==> config.mk <==
export PLATFORM = sky130hd
export DESIGN_NAME = imm_gen_pipe
export DESIGN_NICKNAME = d
export VERILOG_FILES = /design/src/rtl/imm_gen_pkg.sv /design/src/rtl/imm_decode.sv /design/src/rtl/imm_gen_pipe.sv
export SDC_FILE = /design/constraint.sdc
export NUM_CORES = 1
export LEC_CHECK = 0
export ABC_AREA = 1
export CORE_UTILIZATION = 40
export CTS_BUF_LIST = sky130_fd_sc_hd__clkbuf_16
export DETAILED_ROUTE_END_ITERATION = 16
export PLACE_DENSITY = 0.82
export SLEW_MARGIN = 20
export SYNTH_ARGS = -nofsm -noshare
export SYNTH_HDL_FRONTEND = slang
export SYNTH_SLANG_ARGS = --single-unit
==> constraint.sdc <==
create_clock -name clk -period 1.5 [get_ports clk]
set_input_delay 0.375 -clock clk [delete_from_list [all_inputs] [get_ports clk]]
set_output_delay 0.375 -clock clk [all_outputs]
set_load 0.05 [all_outputs]
==> src/rtl/imm_gen_pkg.sv <==
// -----------------------------------------------------------------------------
// imm_gen_pkg
//   Shared definitions for the pipelined LEGv8 immediate generator:
//     - fmt_t         : format code reported alongside every immediate
//     - OPC_*         : opcode match values for every recognised instruction
//     - *_OP_LO       : low bit of each opcode field (opcode always ends at 31)
//     - *_IMM_HI/LO/W : position and width of each immediate field
// -----------------------------------------------------------------------------
package imm_gen_pkg;

    typedef enum logic [2:0] {
        FMT_NONE = 3'd0,
        FMT_B    = 3'd1,
        FMT_CB   = 3'd2,
        FMT_D    = 3'd3,
        FMT_I    = 3'd4,
        FMT_IW   = 3'd5
    } fmt_t;

    // Opcode field low bits; every opcode field runs from bit 31 down to these.
    localparam int B_OP_LO  = 26;
    localparam int CB_OP_LO = 24;
    localparam int D_OP_LO  = 21;
    localparam int I_OP_LO  = 22;
    localparam int IW_OP_LO = 23;

    // Opcode match values
    localparam logic [5:0]  OPC_B     = 6'b000101;
    localparam logic [5:0]  OPC_BL    = 6'b100101;
    localparam logic [7:0]  OPC_CBZ   = 8'b10110100;
    localparam logic [7:0]  OPC_CBNZ  = 8'b10110101;
    localparam logic [7:0]  OPC_BCOND = 8'b01010100;
    localparam logic [10:0] OPC_LDUR  = 11'b11111000010;
    localparam logic [10:0] OPC_STUR  = 11'b11111000000;
    localparam logic [9:0]  OPC_ADDI  = 10'b1001000100;
    localparam logic [9:0]  OPC_SUBI  = 10'b1101000100;
    localparam logic [8:0]  OPC_MOVZ  = 9'b110100101;

    // Immediate field positions
    localparam int B_IMM_HI  = 25;
    localparam int B_IMM_LO  = 0;
    localparam int CB_IMM_HI = 23;
    localparam int CB_IMM_LO = 5;
    localparam int D_IMM_HI  = 20;
    localparam int D_IMM_LO  = 12;
    localparam int I_IMM_HI  = 21;
    localparam int I_IMM_LO  = 10;
    localparam int IW_IMM_HI = 20;
    localparam int IW_IMM_LO = 5;
    localparam int IW_HW_HI  = 22;
    localparam int IW_HW_LO  = 21;

    localparam int B_IMM_W  = B_IMM_HI  - B_IMM_LO  + 1;
    localparam int CB_IMM_W = CB_IMM_HI - CB_IMM_LO + 1;
    localparam int D_IMM_W  = D_IMM_HI  - D_IMM_LO  + 1;
    localparam int I_IMM_W  = I_IMM_HI  - I_IMM_LO  + 1;
    localparam int IW_IMM_W = IW_IMM_HI - IW_IMM_LO + 1;

    // All extension is done at this width, then truncated to DATA_W.
    localparam int WIDE_W = 64;

endpackage

==> src/rtl/imm_decode.sv <==
// -----------------------------------------------------------------------------
// imm_decode
//   Combinational format decode and immediate extension.
//   Parameters:
//     DATA_W   : result width, 32 or 64
//     BR_SHIFT : nonzero -> B/CB immediates shifted left by 2 after extension
//   Ports:
//     instr : 32-bit instruction word
//     imm   : extended immediate (DATA_W)
//     fmt   : format code (fmt_t encoding)
//     err   : immediate not representable in DATA_W (MOVZ hw>=2 at 32 bits)
// -----------------------------------------------------------------------------
module imm_decode
    import imm_gen_pkg::*;
#(
    parameter int DATA_W   = 64,
    parameter int BR_SHIFT = 0
) (
    input  logic [31:0]       instr,
    output logic [DATA_W-1:0] imm,
    output logic [2:0]        fmt,
    output logic              err
);

    logic [B_IMM_W-1:0]  b_field;
    logic [CB_IMM_W-1:0] cb_field;
    logic [D_IMM_W-1:0]  d_field;
    logic [I_IMM_W-1:0]  i_field;
    logic [IW_IMM_W-1:0] iw_field;
    logic [1:0]          iw_hw;

    assign b_field  = instr[B_IMM_HI:B_IMM_LO];
    assign cb_field = instr[CB_IMM_HI:CB_IMM_LO];
    assign d_field  = instr[D_IMM_HI:D_IMM_LO];
    assign i_field  = instr[I_IMM_HI:I_IMM_LO];
    assign iw_field = instr[IW_IMM_HI:IW_IMM_LO];
    assign iw_hw    = instr[IW_HW_HI:IW_HW_LO];

    fmt_t              fmt_c;
    logic [WIDE_W-1:0] wide;
    logic              err_c;

    always_comb begin
        fmt_c = FMT_NONE;
        wide  = '0;
        err_c = 1'b0;

        // Priority order matters: the first matching format wins.
        if (instr[31:B_OP_LO] == OPC_B || instr[31:B_OP_LO] == OPC_BL) begin
            fmt_c = FMT_B;
            wide  = {{(WIDE_W-B_IMM_W){b_field[B_IMM_W-1]}}, b_field};
        end else if (instr[31:CB_OP_LO] == OPC_CBZ  ||
                     instr[31:CB_OP_LO] == OPC_CBNZ ||
                     instr[31:CB_OP_LO] == OPC_BCOND) begin
            fmt_c = FMT_CB;
            wide  = {{(WIDE_W-CB_IMM_W){cb_field[CB_IMM_W-1]}}, cb_field};
        end else if (instr[31:D_OP_LO] == OPC_LDUR || instr[31:D_OP_LO] == OPC_STUR) begin
            fmt_c = FMT_D;
            wide  = {{(WIDE_W-D_IMM_W){d_field[D_IMM_W-1]}}, d_field};
        end else if (instr[31:I_OP_LO] == OPC_ADDI || instr[31:I_OP_LO] == OPC_SUBI) begin
            fmt_c = FMT_I;
            wide  = {{(WIDE_W-I_IMM_W){1'b0}}, i_field};
        end else if (instr[31:IW_OP_LO] == OPC_MOVZ) begin
            fmt_c = FMT_IW;
            // Shift amount is 16*hw, i.e. hw concatenated with four zero bits.
            wide  = {{(WIDE_W-IW_IMM_W){1'b0}}, iw_field} << {iw_hw, 4'b0000};
            // hw of 2 or 3 places the halfword entirely above a 32-bit result.
            if (DATA_W == 32 && iw_hw[1]) begin
                wide  = '0;
                err_c = 1'b1;
            end
        end

        // Word-to-byte offset conversion; bits pushed past DATA_W are simply lost.
        if (BR_SHIFT != 0 && (fmt_c == FMT_B || fmt_c == FMT_CB)) begin
            wide = wide << 2;
        end
    end

    assign imm = wide[DATA_W-1:0];
    assign fmt = fmt_c;
    assign err = err_c;

endmodule

==> src/rtl/imm_gen_pipe.sv <==
// -----------------------------------------------------------------------------
// imm_gen_pipe
//   One-deep pipelined immediate generator between decode and register read.
//   Parameters:
//     DATA_W   : immediate width, 32 or 64
//     TAG_W    : sideband tag (PC) width
//     BR_SHIFT : nonzero -> B/CB immediates are byte offsets (<<2)
//   Ports:
//     clk, reset          : clock, synchronous active-high reset
//     in_valid/in_ready   : input handshake
//     in_instr, in_tag    : instruction word and its tag
//     flush               : drop the held entry, block acceptance this cycle
//     out_valid/out_ready : output handshake
//     out_imm/out_fmt/out_err/out_tag : held result
//
// Handshake: a transfer happens on a rising edge where valid && ready are both
// high. The producer holds valid and data until that edge. in_ready depends on
// out_ready combinationally, so a full stage can drain and refill in the same
// cycle; while out_valid && !out_ready the held result stays stable.
// -----------------------------------------------------------------------------
module imm_gen_pipe
    import imm_gen_pkg::*;
#(
    parameter int DATA_W   = 64,
    parameter int TAG_W    = 64,
    parameter int BR_SHIFT = 0
) (
    input  logic              clk,
    input  logic              reset,
    input  logic              in_valid,
    output logic              in_ready,
    input  logic [31:0]       in_instr,
    input  logic [TAG_W-1:0]  in_tag,
    input  logic              flush,
    output logic              out_valid,
    input  logic              out_ready,
    output logic [DATA_W-1:0] out_imm,
    output logic [2:0]        out_fmt,
    output logic              out_err,
    output logic [TAG_W-1:0]  out_tag
);

    logic [DATA_W-1:0] dec_imm;
    logic [2:0]        dec_fmt;
    logic              dec_err;
    logic              accept;

    imm_decode #(
        .DATA_W   (DATA_W),
        .BR_SHIFT (BR_SHIFT)
    ) u_decode (
        .instr (in_instr),
        .imm   (dec_imm),
        .fmt   (dec_fmt),
        .err   (dec_err)
    );

    // Reset and flush both close the input so nothing slips in alongside them.
    assign in_ready = !reset && !flush && (!out_valid || out_ready);
    assign accept   = in_valid && in_ready;

    always_ff @(posedge clk) begin
        if (reset) begin
            out_valid <= 1'b0;
            out_imm   <= '0;
            out_fmt   <= '0;
            out_err   <= 1'b0;
            out_tag   <= '0;
        end else if (flush) begin
            out_valid <= 1'b0;
        end else if (accept) begin
            out_valid <= 1'b1;
            out_imm   <= dec_imm;
            out_fmt   <= dec_fmt;
            out_err   <= dec_err;
            out_tag   <= in_tag;
        end else if (out_ready) begin
            out_valid <= 1'b0;
        end
    end

endmodule

# ---- Yosys cells after proc, flatten, opt, wreduce, memory -nomap -nowiden
# Index checks and enable logic that the tools add are counted.
dict set report totals {
  elab_cells 43
  regBits 132
}
dict set report op_classes {
  n_mux 12
  n_eq_ne 10
  bitwise_logic 1
  reduce_logical 15
  n_shift 1
}
# cell count
set op_table {}
lappend op_table {{2-to-1 mux 64 bit} 5}
lappend op_table {{<< shifter 16 x 6 -> 64 bit} 1}
lappend op_table {{equality test 11 bit, second input constant} 2}
lappend op_table {{equality test 10 bit, second input constant} 2}
lappend op_table {{equality test 8 bit, second input constant} 2}
lappend op_table {{2-to-1 mux 3 bit} 5}
lappend op_table {{equality test 9 bit, second input constant} 1}
lappend op_table {{equality test 8 x 7 -> 1 bit, second input constant} 1}
lappend op_table {{equality test 6 x 3 -> 1 bit, second input constant} 1}
lappend op_table {{equality test 6 bit, second input constant} 1}
lappend op_table {{logical OR 1 bit} 6}
lappend op_table {{logical AND 1 bit} 3}
lappend op_table {{zero test 1 bit} 3}
lappend op_table {{2-to-1 mux 1 bit} 2}
lappend op_table {{AND reduction 2 bit} 1}
lappend op_table {{nonzero test 2 bit} 1}
lappend op_table {{OR reduction 2 bit} 1}
lappend op_table {{NOT 1 bit} 1}

# ---- Depth between registers and ports, before layout
dict set report logic_depth {
  depth_word 6
  mapped_depth 11
  mapped_depth_nobuf 10
}

# ---- By module
# From an unflattened synthesis, not the netlist that was laid out.
dict set report unflattened {
  cells_unflattened 1582
  area_unflattened_um2 8904.8
}
# module cells_each n_inst seq_area_each_um2 area_each_um2
set by_module_without_submodules {}
lappend by_module_without_submodules {imm_gen_pipe 1136 1 2662.6 6802.8}
lappend by_module_without_submodules {imm_decode 446 1 0.0 2102.0}

# ---- Least setup slack after synthesis
# OpenSTA, ideal clock, no wires.
dict set report synth_path {
  path_type {register to register}
  startpoint {register out_valid}
  endpoint {register out_tag[23]}
  synth_period_minus_slack_ns 1.804
  setup_time_ns 0.132
  stages_incl_launch_ff 10
  arrival_time_ns 1.672
  path_slack_ns -0.304
  path_cell_list {dfxtp_1 > inv_1 > nor2_1 > nor2_4 > nand2_4 > clkinv_2 > buf_4 > buf_4 > nand2_1 > a21oi_1}
}
dict set report synth_via {
  elab_chain_cells 5
}
# item line
set synth_lines {}
lappend synth_lines {{start, declared} imm_gen_pipe.sv:35} ;# output logic out_valid,
lappend synth_lines {{start signal, assigned} imm_gen_pipe.sv:64} ;# out_valid <= 1'b0;
lappend synth_lines {{start signal, assigned} imm_gen_pipe.sv:70} ;# out_valid <= 1'b0;
lappend synth_lines {{start signal, assigned} imm_gen_pipe.sv:72} ;# out_valid <= 1'b1;
lappend synth_lines {{zero test 1 bit} imm_gen_pipe.sv:59} ;# assign in_ready = !reset && !flush && (!out_valid || out_ready);
lappend synth_lines {{logical OR 1 bit} imm_gen_pipe.sv:59}
lappend synth_lines {{logical AND 1 bit} imm_gen_pipe.sv:59}
lappend synth_lines {{named net in_ready} imm_gen_pipe.sv:31} ;# output logic in_ready,
lappend synth_lines {{logical AND 1 bit} imm_gen_pipe.sv:60} ;# assign accept = in_valid && in_ready;
lappend synth_lines {{AND reduction 2 bit (no source line)} n/a}
lappend synth_lines {{end signal, assigned} imm_gen_pipe.sv:76} ;# out_tag <= in_tag;
lappend synth_lines {{end, declared} imm_gen_pipe.sv:40} ;# output logic [TAG_W-1:0] out_tag
# The timed path passes the listed nets, and every way through them passes these cells.
# A chain may end at the register's enable or synchronous reset.

# ---- Worst setup path in the final report
dict set report layout_path {
  startpoint {register out_valid}
  endpoint {register out_imm[49]}
}
dict set report layout_via {
  elab_chain_cells 5
}
# item line
set layout_lines {}
lappend layout_lines {{zero test 1 bit} imm_gen_pipe.sv:59}
lappend layout_lines {{logical OR 1 bit} imm_gen_pipe.sv:59}
lappend layout_lines {{logical AND 1 bit} imm_gen_pipe.sv:59}
lappend layout_lines {{logical AND 1 bit} imm_gen_pipe.sv:60}
lappend layout_lines {{AND reduction 2 bit (no source line)} n/a}
lappend layout_lines {{end signal, assigned} imm_gen_pipe.sv:73} ;# out_imm <= dec_imm;
lappend layout_lines {{end, declared} imm_gen_pipe.sv:37} ;# output logic [DATA_W-1:0] out_imm,
# No other way between the ends.

==> results.txt <==
The die is 125.8 um tall. The number of buffers inserted by port buffering is 233. Global routing used 6.500% of the available met3 tracks.

Counting distinct cell types in the post-synthesis netlist gives 33. The share of the core filled with cells in the final layout is 82.03%. The count of boundary I/O pins came out at 235. The total length of routed wires is 27650 um.

The total overflow left after global routing is 0. STA puts the critical path data arrival time at 1.95 ns. The data required time of the critical path is 1.78 ns. The total net switching power is 2.711 mW.

The number of standard cells in the layout, taps in and fillers out is 1381. The worst slew margin relative to its limit came out at 63.07%. The number of vias in the routed layout is 7860. The overall die area came out at 0.01583 mm^2. The type of the setup path with the least slack is flop to flop. The most common cell after layout, fill and taps aside is nand2_1. The flow ran to the end, but the final reports show violations.

In the layout the commonest cells are 225 x nand2_1, 150 x buf_12, 131 x dfxtp_1. The number of max-cap violations is 0. For this run, design rule violations remaining after detail routing come to 0. The power per standard cell area is 821.8 mW/mm^2. The count of synthesis-stage warnings from yosys came out at 0. The net count of the finished layout is 1285. The transition time at the pin with the least slew margin came out at 0.5540 ns.

The clock share of power is 45.0%. Across the VDD grid, the largest voltage drop is 0.0007883 V. Net switching is 27.26% of the power. The highest clock rate came out at 597.8 MHz.

The detailed router finished its first iteration with 1090 violations. The hold slack is 0.2604 ns. The count of antenna diodes in the layout came out at 0. The most used routing layer in global routing is met2. Summing the sequential cell areas from Yosys gives 43.10% of the chip area. Global routing consumed, on the met1 layer, 38.81% of the routing resources. The proportion of power drawn by combinational gates came out at 17.9%. The number of global-route vias before repair is 7402. TritonCTS built the clock tree. The share of the clock period used by the worst path after layout is 111.5%. The total power is 9.947 mW. The number of sinks driven by the clock tree came out at 132. The synthesized area per cell is 6.983 um^2.

dfxtp_1 takes more of the synthesized area than any other cell. The cell row count is 44. Detailed placement ended at an HPWL of 16870 um.

Global routing consumed, on the met2 layer, 55.36% of the routing resources. Clock tree synthesis inserted a total of 17 buffers. The part of the total power dissipated in sequential elements came out at 37.1%. The clock arrives with 0.004901 ns of skew. Summed over all failing endpoints, the final setup total negative slack is -5.464 ns. The total routing resource utilization after global routing is 31.95%. STA classifies the critical path startpoint as a flop. The critical-path maximum fanout is 8. The net count of the mapped netlist is 979. The final reports fail on negative setup slack. The maximum number of pins on one net before global-route repair came out at 113. The starting density of the core came out at 41.55%. Yosys attributes the largest share of cell area to dfxtp_1 43%, nand2_1 14%, a21oi_1 14%. The number of instances in the placed design came out at 1324. Setup violations remaining at the end of the flow were counted as 83. The internal portion of the total power is 7.235 mW.

The number of antenna violations at the first check in global routing came out at 0. Setup repair after global routing could not meet its margin everywhere. The leakage power of the design came out at 4.741 nW. For the finished layout, the period the worst path requires is 1.673 ns.

The worst setup slack after layout came out at -0.1729 ns. The mapped netlist covers 0.006131 mm^2. The wire length of the first global-routing pass came out at 39640 um.

The worst-case reg-to-reg path depth came out at 10. The x dimension of the die came out at 125.8 um. The nature of the critical path endpoint is a flop. From synthesis to final layout, the design area changed by 97.41%. The worst hold path belongs to the class input port to flop. The routed wire length per instance came out at 20.02 um. The ratio of routed vias to standard cells came out at 5.692. The number of iterations in the first detailed-routing pass is 8.

The synthesized instance count came out at 878. The floorplan core area is 0.01475 mm^2. The number of failing hold endpoints at the final stage came out at 0.

The latest clock arrival within the worst-skew pair is 0.42 ns. The post-route netlist has 31.75% of its cells at a drive strength greater than 1. The total count of max-transition violations in the final report is 0. Clock tree synthesis selected as its root buffer the cell clkbuf_16. The register bit count reported by yosys is 132. The final estimated routing congestion in global placement is 0.9687. The proportion of netlist area held by the largest area contributor is 43.10%.

The worst hold path passes through 4 cells. The H-tree was split into 4 levels. The remaining antenna violation count is 0. The maximum clock insertion buffer count is 2. After clock tree synthesis, the clock-pin slew on the worst setup and hold paths is 0.06 ns.
## critical path, stage by stage, from the launching register on
cell	delay (ns)
dfxtp_4	0.34
inv_2	0.06
nor2_4	0.05
nor2_4	0.14
buf_6	0.13
nand2_8	0.07
buf_12	0.16
buf_12	0.14
clkbuf_16	0.18
a21oi_2	0.17
a21oi_1	0.09
## state kept, by name, summed over array words and instances, names as in the netlist
register   cells
out_valid      1
out_imm       64
out_tag       64
out_fmt        3
## cells in the mapped netlist (all sizes together)
library cell / number
a21oi: 171
a22oi: 3
a31oi: 8
and2: 1
buf: 44
clkbuf: 25
clkinv: 2
conb: 1
dfxtp: 132
inv: 45
nand2: 237
nand3: 49
nand4: 7
nor2: 37
nor3: 31
o211ai: 13
o21ai: 70
o21bai: 1
o22ai: 1
## power by group through the flow
stage | clock network, mW | logic, mW | registers [mW]
6_report | 4.48 | 1.78 | 3.69
5_1_grt | 4.67 | 1.84 | 3.70
4_1_cts | 4.49 | 1.68 | 3.69
3_5_place_dp | 0 | 1.62 | 3.76
3_3_place_gp | 0 | 1.61 | 3.76
2_1_floorplan | 0 | 0.407 | 4.00
## layer usage
layer  wire (um)  up-vias
li1            -     3559
met4        1298        0
met5           0        -
met3        2459      133
met2       13710      515
met1       10190     3653
## repair_timing
item,in CTS,in global routing
pin swaps,34,47
hold buffers,0,0
setup buffers,16,3
gates cloned,4,6
gates resized for setup,86,62
endpoints found under the setup margin,96,119
## kinds of logic (layout without fill, tap and decap cells)
family                 after synthesis  after routing  share of synthesized area [%]
AND/OR/NAND/NOR                    362            362                          25.25
AO/OA/AOI/OAI                      267            267                          22.92
flip-flops                         132            132                          43.10
buffers and inverters              116            435                          8.673
other                                1              1                        0.06117
## stage by stage
stage | area (um^2) | worst slack [ns]
2_1_floorplan | 6201 | -0.1512
3_3_place_gp | 10610 | -0.5795
3_5_place_dp | 10610 | -0.6104
4_1_cts | 11730 | -0.1116
5_1_grt | 12100 | -0.2304
6_report | 12100 | -0.1729
## final cells by class
type	count	area (um^2)
Timing Repair Buffer	356	5016
Fill cell	836	2651
Inverter	47	190.2
Tap cell	184	230.2
Multi-Input combinational cell	630	3391
Clock inverter	15	203.9
Sequential cell	132	2646
Clock buffer	17	425.4
## path summary, 6_finish.rpt
path,startpoint,end,slack (ns)
max,out_valid$_SDFFE_PP0P_,out_imm[49]$_SDFFE_PP0P_,-0.17
min,reset,out_valid$_SDFFE_PP0P_,0.26
max reg2reg,out_valid$_SDFFE_PP0P_,out_imm[49]$_SDFFE_PP0P_,-0.17
min reg2reg,out_imm[23]$_SDFFE_PP0P_,out_imm[23]$_SDFFE_PP0P_,0.50
Power figures use the tool's default switching activity.
